`src/rtl/fragment_interpolator.sv`:
```
`default_nettype none
// fragment_interpolator: buffers rasterizer fragments and interpolates a per-pixel
// intensity from three vertex intensities via a restoring divider.  Rev 1.0
module fragment_interpolator #(
  parameter int CORD_WIDTH  = 10,
  parameter int COLOR_WIDTH = 8,
  parameter int FIFO_DEPTH  = 4
) (
  input  logic                        clk,
  input  logic                        rst_n,
  input  logic                        i_tri_load,
  input  logic [COLOR_WIDTH-1:0]      i_c0,
  input  logic [COLOR_WIDTH-1:0]      i_c1,
  input  logic [COLOR_WIDTH-1:0]      i_c2,
  input  logic                        i_frag_valid,
  input  logic [CORD_WIDTH-1:0]       i_frag_x,
  input  logic [CORD_WIDTH-1:0]       i_frag_y,
  input  logic [2*CORD_WIDTH:0]       i_lambda0,
  input  logic [2*CORD_WIDTH:0]       i_lambda1,
  input  logic [2*CORD_WIDTH:0]       i_lambda2,
  output logic                        o_pix_valid,
  input  logic                        i_pix_ready,
  output logic [CORD_WIDTH-1:0]       o_pix_x,
  output logic [CORD_WIDTH-1:0]       o_pix_y,
  output logic [COLOR_WIDTH-1:0]      o_pix_color,
  output logic                        o_busy,
  output logic                        o_overflow
);

  localparam int LW   = 2*CORD_WIDTH + 1;
  localparam int SW   = 2*CORD_WIDTH + 3;
  localparam int NW   = 2*CORD_WIDTH + COLOR_WIDTH + 3;
  localparam int EW   = 2*CORD_WIDTH + 3*LW;
  localparam int PW   = $clog2(FIFO_DEPTH);
  localparam int CNTW = $clog2(COLOR_WIDTH);
  localparam logic [PW:0]      FULL = (PW+1)'(FIFO_DEPTH);
  localparam logic [CNTW-1:0]  LAST = CNTW'(COLOR_WIDTH-1);

  typedef enum logic [1:0] {IDLE = 2'd0, MUL = 2'd1, DIV = 2'd2, OUT = 2'd3} state_t;

  state_t                 state;
  logic [EW-1:0]          mem [FIFO_DEPTH];
  logic [PW-1:0]          wr_ptr, rd_ptr;
  logic [PW:0]            count;
  logic                   push, pop;
  logic [COLOR_WIDTH-1:0] c0, c1, c2;
  logic [CORD_WIDTH-1:0]  cur_x, cur_y;
  logic [LW-1:0]          cur_l0, cur_l1, cur_l2;
  logic [NW-1:0]          rem, dvs, rem_sub, n_val;
  logic [COLOR_WIDTH-2:0] quo;
  logic [CNTW-1:0]        cnt;
  logic                   sat, degen, ge;
  logic [LW-1:0]          a0, a1, a2;
  logic [SW-1:0]          sum, d_mag;

  assign o_busy = (count != '0) || (state != IDLE);
  assign push   = i_frag_valid && (count < FULL);
  assign pop    = (state == IDLE) && (count != '0);

  function automatic logic [LW-1:0] mag(input logic [LW-1:0] v);
    return v[LW-1] ? (~v + 1'b1) : v;
  endfunction

  always_comb begin
    a0      = mag(cur_l0);
    a1      = mag(cur_l1);
    a2      = mag(cur_l2);
    sum     = SW'(signed'(cur_l0)) + SW'(signed'(cur_l1)) + SW'(signed'(cur_l2));
    d_mag   = sum[SW-1] ? (~sum + 1'b1) : sum;
    n_val   = NW'(a0) * NW'(c0) + NW'(a1) * NW'(c1) + NW'(a2) * NW'(c2);
    ge      = (rem >= dvs);
    rem_sub = rem - dvs;
  end

  always_ff @(posedge clk) begin
    if (push) mem[wr_ptr] <= {i_frag_x, i_frag_y, i_lambda0, i_lambda1, i_lambda2};
  end

  always_ff @(posedge clk or negedge rst_n) begin
    if (!rst_n) begin
      wr_ptr <= '0;
      rd_ptr <= '0;
      count  <= '0;
    end else begin
      if (push) wr_ptr <= wr_ptr + 1'b1;
      if (pop)  rd_ptr <= rd_ptr + 1'b1;
      if (push && !pop)      count <= count + 1'b1;
      else if (!push && pop) count <= count - 1'b1;
    end
  end

  always_ff @(posedge clk or negedge rst_n) begin
    if (!rst_n) begin
      state       <= IDLE;
      c0          <= '0;
      c1          <= '0;
      c2          <= '0;
      cur_x       <= '0;
      cur_y       <= '0;
      cur_l0      <= '0;
      cur_l1      <= '0;
      cur_l2      <= '0;
      rem         <= '0;
      dvs         <= '0;
      quo         <= '0;
      cnt         <= '0;
      sat         <= 1'b0;
      degen       <= 1'b0;
      o_pix_valid <= 1'b0;
      o_pix_x     <= '0;
      o_pix_y     <= '0;
      o_pix_color <= '0;
      o_overflow  <= 1'b0;
    end else begin
      if (i_tri_load && !o_busy) begin
        c0         <= i_c0;
        c1         <= i_c1;
        c2         <= i_c2;
        o_overflow <= 1'b0;
      end
      if (i_frag_valid && !push) o_overflow <= 1'b1;

      case (state)
        IDLE: begin
          if (pop) begin
            {cur_x, cur_y, cur_l0, cur_l1, cur_l2} <= mem[rd_ptr];
            state <= MUL;
          end
        end
        MUL: begin
          // Divisor starts aligned to the quotient MSB; a quotient that would
          // need more than COLOR_WIDTH bits is caught up front as saturation.
          rem   <= n_val;
          dvs   <= {1'b0, d_mag, {(COLOR_WIDTH-1){1'b0}}};
          sat   <= (n_val >= {d_mag, {COLOR_WIDTH{1'b0}}});
          degen <= (d_mag == '0);
          cnt   <= '0;
          state <= DIV;
        end
        DIV: begin
          if (ge) rem <= rem_sub;
          dvs <= dvs >> 1;
          quo <= {quo[COLOR_WIDTH-3:0], ge};
          cnt <= cnt + 1'b1;
          if (cnt == LAST) begin
            o_pix_valid <= 1'b1;
            o_pix_x     <= cur_x;
            o_pix_y     <= cur_y;
            o_pix_color <= degen ? c0 : (sat ? '1 : {quo, ge});
            state       <= OUT;
          end
        end
        OUT: begin
          if (i_pix_ready) begin
            o_pix_valid <= 1'b0;
            state       <= IDLE;
          end
        end
        default: state <= IDLE;
      endcase
    end
  end

endmodule
`default_nettype wire

```
`config.mk`:
```
export PLATFORM = sky130hd
export DESIGN_NAME = fragment_interpolator
export DESIGN_NICKNAME = d
export VERILOG_FILES = /design/src/rtl/fragment_interpolator.sv
export SDC_FILE = /design/constraint.sdc
export NUM_CORES = 2
export LEC_CHECK = 0
export CORE_AREA = 2 2 330 332
export DETAILED_ROUTE_END_ITERATION = 7
export DIE_AREA = 0 0 332 334
export PLACE_DENSITY_LB_ADDON = 0.05
export SYNTH_ARGS = -nofsm -noshare
export SYNTH_HDL_FRONTEND = slang
export SYNTH_SLANG_ARGS = --single-unit
export TNS_END_PERCENT = 50
```
`constraint.sdc`:
```
create_clock -name clk -period 11.4 [get_ports clk]
set_clock_uncertainty 0.2 [all_clocks]
set_input_delay 2.28 -clock clk [delete_from_list [all_inputs] [get_ports clk]]
set_output_delay 2.28 -clock clk [all_outputs]
set_load 0.02 [all_outputs]
```
==> impl_metrics.yaml <==
placed_design:
  place_congestion: 0.838
  dp_slack_ns: 1.18
  dp_cells: 5154
  io_buffers: 142
  hpwl_mm: 87.1
sta:
  maxSlewViolCount: 0
  tightestPinTransition_ns: 1.19
  final.setup.tns_ns: 0
  fin_crit_ns: 10.20
  final.period_utilization: 0.895
  fmax_mhz: 98.0
  finalHoldViolCount: 0
  whs_ns: 0.285
  rsz0062_at_grt: "false"
  slew_headroom: 0.183
  final-setup-viol-count: 0
  setup_slack_ns: 1.20
clocking:
  numCtsBuffers: 66
  cts_setup_buffers: 0
  htree_levels: 3
  clock_sinks: 551
  path_clk_slew_ns: 0.07
  cts_root_buffer: "clkbuf_16"
  holdBufCountCts: 0
  cts_tree: "done"
  clk_latency_ns: 0.64
  clk_path_buf_depth: 3
  post_cts_resized: 0
yosys:
  syn_nets: 4468
  synth_top_family_by_area: "adder cells"
  syn_area_per_cell_um2: 11.6
  ys_ff_latch: 551
  synthCells: 3684
  async_flop_share: 0.397
  yosys.area_share.simple: 0.114
  ys.flop_type: "edfxtp_1"
  synthXorXnorAreaFrac: 0.0296
  synth_compound_area_frac: 0.0644
  synth_enable_flop_cells: 332
  synth_cell_types: 94
  seq_area_frac_synth: 0.362
  synth-adder-area-share: 0.280
  muxShareOfSynthArea: 0.0848
  yosysWarnings: 0
  syn_area_mm2: 0.0426
setup_path:
  cp.required_ns: 11.73
  crit_path_end_kind: "register"
  crit_start: "cur_l0[5]"
  slowest_delay_ns: 0.66
  critical_path_class: "reg2reg"
  start_kind: "register"
  endpoint: "sat"
  regToRegEndpoint: "sat"
  r2r_cells: 36
  crit_top_cell: "fa_1"
  critical_path.max_fanout: 8
  regToRegSetupSlack_ns: 1.20
  slowest_stage: "xor2_1"
  arrival_ns: 10.53
  reg2reg_from: "cur_l0[5]"
layout:
  layout.nets: 4592
  fin_cells: 5278
  syn2layout_area_growth_pct: 12.4
  layout_common_cells: "588 x inv_1, 471 x fa_1, 332 x edfxtp_1"
  layout-drive-gt1-share: 0.108
  final_common_cell: "inv_1"
routing:
  drt_wl_total_mm: 113
  routed_via_density: 5.12
  drc: 0
  ant_nets: 0
  drt_first_pass_iters: 5
  num_vias: 27000
  wl_per_cell_um: 21.4
  drt_iter0_drc: 1571
global_route:
  grt_max_degree: 64
  gr-total-overflow: 0
  met2_usage: 0.358
  grt_usage: 0.208
  grtUsageMet3: 0.0289
  grt_pass1_wl_mm: 174
  grt_pass1_vias: 28300
  grt_util_met1: 0.276
  busiest_layer: "met2"
  antenna_found_initial: 3
floorplanning:
  design.die.area_mm2: 0.111
  row_count: 121
  core_area_mm2: 0.108
  io-pin-count: 143
  initial_core_util: 0.395
  die_w_um: 332
  die_h_um: 334
job:
  maxCapViolations: 0
worst_hold_path:
  hold_class: "reg2reg"
run_status:
  status: "complete, no violations"
kinds of logic (layout without fill, tap and decap cells):
kind of cell | count (synthesis) | after routing
AO/OA/AOI/OAI | 422 | 422
XOR/XNOR | 143 | 143
adder cells (fa/ha/maj) | 672 | 672
buffers and inverters | 727 | 905
flip-flops | 551 | 551
multiplexers | 240 | 240
other | 0 | 2
AND/OR/NAND/NOR | 929 | 929
metrics by stage:
stage / cell area [um^2] / utilization
2_1_floorplan: 42600 / -
3_3_place_gp: 45800 / 0.425
3_5_place_dp: 45800 / 0.425
4_1_cts: 47900 / 0.445
5_1_grt: 47900 / 0.445
6_report: 47900 / 0.445
layout make-up:
cell class	instances	area, um^2
fill	10200	59900
multi-input combinational	2406	24500
sequential	551	15500
inverter	590	2210
clock buffer	103	1920
timing repair buffer	193	1810
tap	1414	1770
clock inverter	19	235
antenna	2	5.00
cells in the mapped netlist, types with 36 or more instances:
cell	number	area share
xor2_1	52	0.011
nor2_1	101	0.0089
clkbuf_1	110	0.0097
dfrtp_1	219	0.13
and2_1	234	0.034
fa_1	471	0.22
mux2_2	139	0.037
ha_1	201	0.059
nand3_1	38	0.0045
a21oi_1	109	0.013
inv_1	588	0.052
edfxtp_1	332	0.23
a21o_1	36	0.0063
xnor2_1	90	0.018
nand2_1	293	0.026
nor2b_1	103	0.015
mux4_2	83	0.044
nand2b_1	46	0.0068
o21ai_0	104	0.012
critical path, delay by kind of cell, from the launching register on:
family                     cells  cell delay, ns
AOI/OAI and AO/OA             11            2.16
and+or+nand+nor                9            2.00
DFF                            1            0.46
adders and majority gates      9            4.18
xor gates and xnor gates       2            0.83
buffers and inverters          5            0.25
routing by layer:
metal  vias to the layer above  routed length, um
li1                      12500                  -
met1                     14000              49900
met2                       409              56600
met3                       113               4090
met4                         2               2230
met5                         -                 15
worst min path at each step:
stage          slack, ns  depth (start not counted)      startpoint        endpoint
5_1_grt             0.32                          2  o_pix_color[6]  o_pix_color[6]
3_3_place_gp        0.27                          2  o_pix_color[2]  o_pix_color[2]
4_1_cts             0.29                          2  o_pix_color[2]  o_pix_color[2]
3_5_place_dp        0.28                          2  o_pix_color[2]  o_pix_color[2]
2_1_floorplan       0.27                          1        cur_y[3]      o_pix_y[3]
6_report            0.28                          2  o_pix_color[1]  o_pix_color[1]
flip-flops by register name, indices dropped and copies added, names as in the netlist, 3 cells and up:
name and count:
cur_l2 21, o_pix_y 10, dvs 30, rem 31, cur_l1 21, cnt 3
quo 7, o_pix_x 10, cur_y 10, c0 8, c2 8, count 3
cur_l0 21, o_pix_color 8, cur_x 10, mem 332, c1 8
Power is left out: the tool's default activity adds up to more than one toggle a clock period on the data nets, which glitch-free logic cannot reach.
